File: src/rtl/acs_unit.sv
// ---------------------------------------------------------------------------
// acs_unit -- add-compare-select stage for a 4-state (two-bit memory) trellis
//
// Each cycle with valid_in high, the eight candidate metrics are reduced
// to one survivor per destination state. The survivors are normalized so
// that the smallest is 0, then registered. A small FSM counts trellis
// stages and pulses frame_done on the last stage of each frame.
//
// Ports
//   clk                   rising-edge clock
//   rst_n                 asynchronous active-low reset
//   refresh               synchronous clear, overrides valid_in
//   valid_in              candidate metrics valid this cycle
//   branch_metric_ab_y    candidate metric from state ab on input bit y
//   pm_00 .. pm_11        registered normalized survivor path metrics
//   decision[i]           MSB of the survivor predecessor of state i
//   best_state            lowest-index state holding the minimum metric
//   valid_out             pm/decision/best_state were updated this cycle
//   frame_done            one-cycle pulse alongside the last stage's valid_out
// ---------------------------------------------------------------------------
module acs_unit #(
  parameter int MW        = 4,
  parameter int FRAME_LEN = 16
) (
  input  logic          clk,
  input  logic          rst_n,
  input  logic          refresh,
  input  logic          valid_in,
  input  logic [MW-1:0] branch_metric_00_0,
  input  logic [MW-1:0] branch_metric_00_1,
  input  logic [MW-1:0] branch_metric_01_0,
  input  logic [MW-1:0] branch_metric_01_1,
  input  logic [MW-1:0] branch_metric_10_0,
  input  logic [MW-1:0] branch_metric_10_1,
  input  logic [MW-1:0] branch_metric_11_0,
  input  logic [MW-1:0] branch_metric_11_1,
  output logic [MW-1:0] pm_00,
  output logic [MW-1:0] pm_01,
  output logic [MW-1:0] pm_10,
  output logic [MW-1:0] pm_11,
  output logic [3:0]    decision,
  output logic [1:0]    best_state,
  output logic          valid_out,
  output logic          frame_done
);

  localparam int CW = $clog2(FRAME_LEN + 1);

  typedef enum logic [1:0] {IDLE, RUN, DONE} state_t;

  state_t        state_q, state_d;
  logic [CW-1:0] cnt_q, cnt_d, stage_nx;

  logic [MW-1:0] sel_00, sel_01, sel_10, sel_11;
  logic [MW-1:0] min_lo, min_hi, min_all;
  logic [3:0]    dec_c;
  logic [1:0]    best_c;

  // Compare-select. Destination state "by" is reached from "0b" and "1b" on
  // input bit y. A strict compare means ties keep the MSB-0 predecessor.
  always_comb begin
    dec_c[0] = branch_metric_10_0 < branch_metric_00_0;
    dec_c[1] = branch_metric_10_1 < branch_metric_00_1;
    dec_c[2] = branch_metric_11_0 < branch_metric_01_0;
    dec_c[3] = branch_metric_11_1 < branch_metric_01_1;

    sel_00 = dec_c[0] ? branch_metric_10_0 : branch_metric_00_0;
    sel_01 = dec_c[1] ? branch_metric_10_1 : branch_metric_00_1;
    sel_10 = dec_c[2] ? branch_metric_11_0 : branch_metric_01_0;
    sel_11 = dec_c[3] ? branch_metric_11_1 : branch_metric_01_1;

    min_lo  = (sel_01 < sel_00) ? sel_01 : sel_00;
    min_hi  = (sel_11 < sel_10) ? sel_11 : sel_10;
    min_all = (min_hi < min_lo) ? min_hi : min_lo;

    // Priority chain so that equal minima resolve to the lowest index.
    if (sel_00 == min_all)      best_c = 2'd0;
    else if (sel_01 == min_all) best_c = 2'd1;
    else if (sel_10 == min_all) best_c = 2'd2;
    else                        best_c = 2'd3;
  end

  // NOTE: sequential state uses non-blocking (<=) so every register samples
  // pre-edge values; blocking here would create order-dependent races.
  always_ff @(posedge clk or negedge rst_n) begin
    if (!rst_n) begin
      pm_00      <= '0;
      pm_01      <= '0;
      pm_10      <= '0;
      pm_11      <= '0;
      decision   <= '0;
      best_state <= '0;
      valid_out  <= 1'b0;
    end else if (refresh) begin
      pm_00      <= '0;
      pm_01      <= '0;
      pm_10      <= '0;
      pm_11      <= '0;
      decision   <= '0;
      best_state <= '0;
      valid_out  <= 1'b0;
    end else begin
      valid_out <= valid_in;
      if (valid_in) begin
        // Every selected metric is >= min_all, so these never underflow.
        pm_00      <= sel_00 - min_all;
        pm_01      <= sel_01 - min_all;
        pm_10      <= sel_10 - min_all;
        pm_11      <= sel_11 - min_all;
        decision   <= dec_c;
        best_state <= best_c;
      end
    end
  end

  // Frame tracking. A valid stage arriving in IDLE or DONE begins a new
  // frame, so counting restarts from 0 there; DONE itself lasts one cycle.
  // NOTE: every always_comb output gets a default first so no path leaves it
  // unassigned, which would otherwise infer a latch.
  always_comb begin
    state_d  = state_q;
    cnt_d    = cnt_q;
    stage_nx = ((state_q == RUN) ? cnt_q : '0) + CW'(1);
    if (refresh) begin
      state_d = IDLE;
      cnt_d   = '0;
    end else if (valid_in) begin
      cnt_d   = stage_nx;
      state_d = (stage_nx == CW'(FRAME_LEN)) ? DONE : RUN;
    end else if (state_q == DONE) begin
      state_d = IDLE;
      cnt_d   = '0;
    end
  end

  always_ff @(posedge clk or negedge rst_n) begin
    if (!rst_n) begin
      state_q <= IDLE;
      cnt_q   <= '0;
    end else begin
      state_q <= state_d;
      cnt_q   <= cnt_d;
    end
  end

  // DONE is entered exactly on the edge that registers the last stage.
  assign frame_done = (state_q == DONE);

endmodule

File: config.mk
export PLATFORM = sky130hd
export DESIGN_NAME = acs_unit
export DESIGN_NICKNAME = d
export VERILOG_FILES = /design/src/rtl/acs_unit.sv
export SDC_FILE = /design/constraint.sdc
export NUM_CORES = 1
export LEC_CHECK = 0
export ABC_CLOCK_PERIOD_IN_PS = 3000
export CAP_MARGIN = 20
export CORE_ASPECT_RATIO = 0.6
export CORE_MARGIN = 2
export CORE_UTILIZATION = 40
export CTS_CLUSTER_SIZE = 10
export DETAILED_ROUTE_END_ITERATION = 10
export HOLD_SLACK_MARGIN = 0.06
export PLACE_DENSITY = 0.65
export SLEW_MARGIN = 40
export SYNTH_ARGS = -nofsm -noshare
export SYNTH_HDL_FRONTEND = slang
export SYNTH_SLANG_ARGS = --single-unit
File: constraint.sdc
create_clock -name clk -period 3 [get_ports clk]
set_input_delay 0.75 -clock clk [delete_from_list [all_inputs] [get_ports clk]]
set_output_delay 0.75 -clock clk [all_outputs]
set_load 0.02 [all_outputs]
* After elaboration in Yosys (flattened, before gate mapping)
Cells that the tools add are included.
Widths: inputs -> output; s select.
** Word-level totals
- Word-level logic and storage cells :: 60
- Output and inout bits :: 24
- Bits in registers :: 30
** Operators by class
- $add $sub $neg :: 5
- $lt $le $gt $ge :: 7
- Muxes and demuxes :: 31
- Equality and inequality tests :: 6
- Reductions and logical operators :: 2
** Operators with widths (number)
- $mux 4 :: 17
- $lt 4x4->1 :: 7
- $mux 5 :: 4
- $mux 2 :: 8
- $sub 4x4->4 :: 4
- $eq 4x4->1 :: 3
- $add 5x1->5 const B :: 1
- $eq 5x5->1 const B :: 1
- $reduce_bool 3->1 :: 1
- $eq 2x1->1 const B :: 1
- $eq 2x2->1 const B :: 1
- $mux 1 :: 2
- $reduce_bool 2->1 :: 1

* Logic depth before layout (Yosys ltp)
Gate-level depths: netlist (run 1).
- Depth after elaboration :: 12
- Mapped depth :: 26

* Worst setup path before layout (run 1)
OpenSTA, ideal clock, no wires.
- Path type :: input -> register
- Start point :: in branch_metric_00_1[1]
- End point :: reg pm_11[3]
- Arrival time :: 5471 ps
- Data required time :: 2906 ps
- Stages on the path :: 25
- Path slack :: -2565 ps
- Path buffers :: 0
- Library setup time :: 94 ps
- Cells stage by stage :: inv_1 ha_1 a21boi_0 o21ai_0 a21o_1 mux2i_1 inv_1 ha_1 o21ai_0 nand2b_1 a21oi_1 a31oi_1 mux2i_1 inv_1 ha_1 a21o_1 a21oi_1 o21ai_4 mux2i_1 ha_1 a21o_1 a21oi_1 xnor2_1 xnor2_1 a211oi_1
** On the way
- Longest elaborated chain between the ends :: 9
** RTL lines
- start: declaration :: RTL line 30 : input logic [MW-1:0] branch_metric_00_1,
- $lt 4x4->1 :: RTL line 63 : dec_c[1] = branch_metric_10_1 < branch_metric_00_1;
- $mux 4 * :: RTL line 68 : sel_01 = dec_c[1] ? branch_metric_10_1 : branch_metric_00_1;
- $lt 4x4->1 :: RTL line 72 : min_lo = (sel_01 < sel_00) ? sel_01 : sel_00;
- $mux 4 * :: RTL line 72
- $lt 4x4->1 :: RTL line 74 : min_all = (min_hi < min_lo) ? min_hi : min_lo;
- $mux 4 * :: RTL line 74
- $sub 4x4->4 * :: RTL line 109 : pm_11 <= sel_11 - min_all;
- $mux 4 * :: RTL line 104 : if (valid_in) begin
- $mux 4 * :: RTL line 94 : end else if (refresh) begin
- end signal: assignment :: RTL line 109
- end: declaration :: RTL line 40 : output logic [MW-1:0] pm_11,
Mark *: on every way between the ends. The rest lies on a longest branch, timed or not. The select of a mux whose other input is x is not followed.
A chain may end at the register's enable or synchronous reset.

* Worst setup path in the final report (run 1)
- Start point :: in branch_metric_00_1[1]
- End point :: reg pm_00[3]
** On the way
- Longest elaborated chain between the ends :: 9
** RTL lines
- $lt 4x4->1 :: RTL line 63
- $mux 4 * :: RTL line 68
- $lt 4x4->1 :: RTL line 72
- $mux 4 * :: RTL line 72
- $lt 4x4->1 :: RTL line 74
- $mux 4 * :: RTL line 74
- $sub 4x4->4 * :: RTL line 106 : pm_00 <= sel_00 - min_all;
- $mux 4 * :: RTL line 104
- $mux 4 * :: RTL line 94
- end signal: assignment :: RTL line 106
- end: declaration :: RTL line 37 : output logic [MW-1:0] pm_00,
Marks and branches as above.

==> results of run 1 <==
-- per-stage QoR --
| stage | setup TNS [ps] | instances |
|---|---|---|
| after global placement | -42390 | 549 |
| after CTS | -30040 | 576 |
| after floorplan | -31400 | 318 |
| final | -32510 | 580 |
| after detailed placement | -45390 | 549 |
| after global routing | -35310 | 580 |
-- metal layers --
metal / vias to the layer above / wire (um) / share of wire (%)
met4: 0 / 44 / 0.47
li1: 1444 / - / -
met2: 82 / 4750 / 50
met3: 9 / 423 / 4.5
met1: 1396 / 4219 / 45
met5: - / 0 / 0
-- flip-flops by register name, indices dropped and copies added (netlist names) --
register / count
valid_out: 1
decision: 4
pm_01: 4
state_q: 2
cnt_q: 5
pm_10: 4
pm_11: 4
pm_00: 4
best_state: 2
-- synthesized netlist by cell type (all sizes together) --
master	count
nor2	50
fa	4
a211oi	16
ha	40
o32ai	1
o21ai	18
a21oi	25
nor2b	3
a211o	1
dfrtp	30
inv	42
mux2i	22
nand2b	2
a31oi	1
nand3	7
nor3	4
o21bai	1
a2111oi	1
o2bb2ai	1
and2	2
a21boi	4
buf	3
clkbuf	4
a21o	12
nand2	9
o31ai	1
xnor2	12
and3	1
mux2	1
-- worst register-to-register path: stages, from the launching register on --
cell     delay [ps]
dfrtp_1         370
nor2b_1         380
and2_1          230
ha_1            200
nand2_1          70
nor2_1          250
a21oi_1         110
nor3_1          160
-- worst min-delay path by stage --
stage | slack, ps | endpoint
2_1_floorplan | 450 | best_state[0]
3_3_place_gp | 490 | best_state[0]
3_5_place_dp | 500 | best_state[1]
4_1_cts | 520 | best_state[1]
5_1_grt | 560 | best_state[1]
6_report | 520 | best_state[1]
-- logic make-up (layout without fill, tap and decap cells) --
| group | Yosys count | after routing |
|---|---|---|
| buf+inv | 49 | 224 |
| flops | 30 | 30 |
| compound gates | 82 | 82 |
| mux | 23 | 23 |
| simple gates | 78 | 78 |
| fa+ha+maj | 44 | 44 |
| xor+xnor | 12 | 12 |
-- report_power, final --
part / switching, uW / internal, uW / leakage (uW)
combinational: 981 / 1180 / 0.00188
sequential: 49.2 / 477 / 0.000396
clock: 176 / 299 / 0.0000694
total: 1210 / 1950 / 0.00235
-- cells in the final DEF, fill, tap and decap left out, types with 8 or more instances in the layout --
cell	instances
nor2_1	39
inv_2	12
clkdlybuf4s50_1	31
a21o_1	12
inv_1	28
dfrtp_1	30
buf_6	9
a211oi_1	9
o21ai_1	8
nand2_1	9
buf_4	108
xnor2_1	9
ha_1	16
dlygate4sd2_1	18
ha_4	24
a21oi_1	16
mux2i_1	10
a21oi_2	8
-- final cells by class --
type	count	area (sq um)
Sequential cell	30	750.7
Clock inverter	2	10.01
Fill cell	461	1669
Clock buffer	5	125.1
Tap cell	87	108.9
Timing Repair Buffer	175	1448
Multi-Input combinational cell	239	2429
Inverter	42	165.2
-- repair_timing --
item | CTS | global route
resized for setup | 134 | 28
pin swaps | 60 | 24
setup buffers | 21 | 4
endpoints found under the setup margin | 18 | 18
==> reports/metrics.yaml, run 1 <==
busiest_layer: "met2"
power_uw: 3159
fmax_mhz: 202.0
arrival_ps: 5130
startpoint_type: "input pin"
drt-pass1-iter-count: 4
status: "finished with violations"
ctsHoldBuffers: 0
antennaDiodeCount: 0
clk_latency_ps: 270
reg2reg_from: "state_q[0]"
cp_top_family: "compound AO/OA/AOI/OAI gates"
grt_pass1_wl_mm: 14.39
tightest_slew_ps: 569.6
yosysTopAreaCell: "dfrtp_1"
vdd_ir_drop_max_v: 0.0003595
grt_max_degree: 31
port_buffers: 59
rows: 23
skew_ps: 0.5938
grt_usage_pct: 23.93
viasPerCell: 5.053
grt_use_met1_pct: 29.91
yosys.area_share.simple_pct: 12.02
die-area_sq_um: 7655
cts_max_path_buffers: 2
final_util_pct: 75.11
drt_iter0_markers: 129
failed_checks: "negative setup slack"
r2r_slack_ps: 1140
fin_crit_ps: 4951
synth_compound_area_share_pct: 21.24
gp_congestion: 0.8558
wl_per_cell_um: 16.27
hold_class: "flop to flop"
vias: 2931
cp-end-kind: "flop"
slew-limit-headroom_pct: 61.99
drive_above_1_share_pct: 47.06
gr-total-overflow: 0
synthAdderAreaFrac_pct: 20.88
clkTransAtPathRegs_ps: 50
start_util_pct: 41.46
path_class: "input pin to flop"
whs_path_depth: 2
cts_tree: "yes"
synthMuxAreaShare_pct: 8.461
cp_common_cell: "ha_4"
grtUsageMet2_pct: 44.02
rsz0062_at_grt: "yes"
seq_area_frac_synth_pct: 27.00
worst_ep_required_time_ps: 3180
whs_ps: 517.3
drv_cap: 0
path_depth: 28
syn_nets: 398
fin_area_sq_um: 5036
pre_cts_ws_ps: -2699
cellPowerDensity_nw_per_um2: 627.2
cp_max_fo: 4
ios: 60
finalHoldViolations: 0
crit_end: "pm_00[3]"
drc: 0
yosysWarnings: 0
syn-cell-area_sq_um: 2780
fp.coreArea_sq_um: 6705
synth_top_family_by_area: "compound AO/OA/AOI/OAI gates"
synth_cell_types: 36
cpMaxStageDelayCell: "mux2i_2"
grt_pass1_vias: 3035
syn2layout_area_growth_pct: 81.14
r2r_end: "cnt_q[4]"
hpwl_mm: 5.978
post-route-period-util_pct: 165.0
cts_sinks: 30
final_max_slew_viol_count: 0
ys_ff_latch: 30
syn_inst: 318
finalSetupViolCount: 18
nets: 573
worstRegToRegCells: 7
dpl_cell_area_sq_um: 4212
antenna_left: 0
synth_top_cell_area_share_pct: 27.00
clockRootBuffer: "clkbuf_16"
antenna_found_initial: 0
die_h_um: 68.58
yosys-top-cells-area: "dfrtp_1, ha_1, mux2i_1"
cts_buffers: 5
wirelength_mm: 9.437
crit_start: "branch_metric_00_1[1]"
die_w_um: 111.6
yosys.area_share.xor_xnor_pct: 3.780
htree_levels: 2
hp-start: "best_state[1]"
setup_ws_ps: -1951
p_leak_uw: 0.002346
grt_use_met3_pct: 4.808
syn_area_per_cell_sq_um: 8.743
critical_path_buf_inv_count: 7
slowest_delay_ps: 300
(Power assumes the default switching activity.)
==> run 2: changes to the inputs <==
--- a/config.mk
+++ b/config.mk
@@ -10,8 +10,10 @@
 export CORE_ASPECT_RATIO = 0.6
 export CORE_MARGIN = 2
 export CORE_UTILIZATION = 40
+export CTS_CLUSTER_DIAMETER = 100
 export CTS_CLUSTER_SIZE = 10
 export DETAILED_ROUTE_END_ITERATION = 10
+export GPL_TIMING_DRIVEN = 1
 export HOLD_SLACK_MARGIN = 0.06
 export PLACE_DENSITY = 0.65
 export SLEW_MARGIN = 40
==> results of run 2 <==
Same layout as run 1: the final DEF is identical, and so are final timing and power.
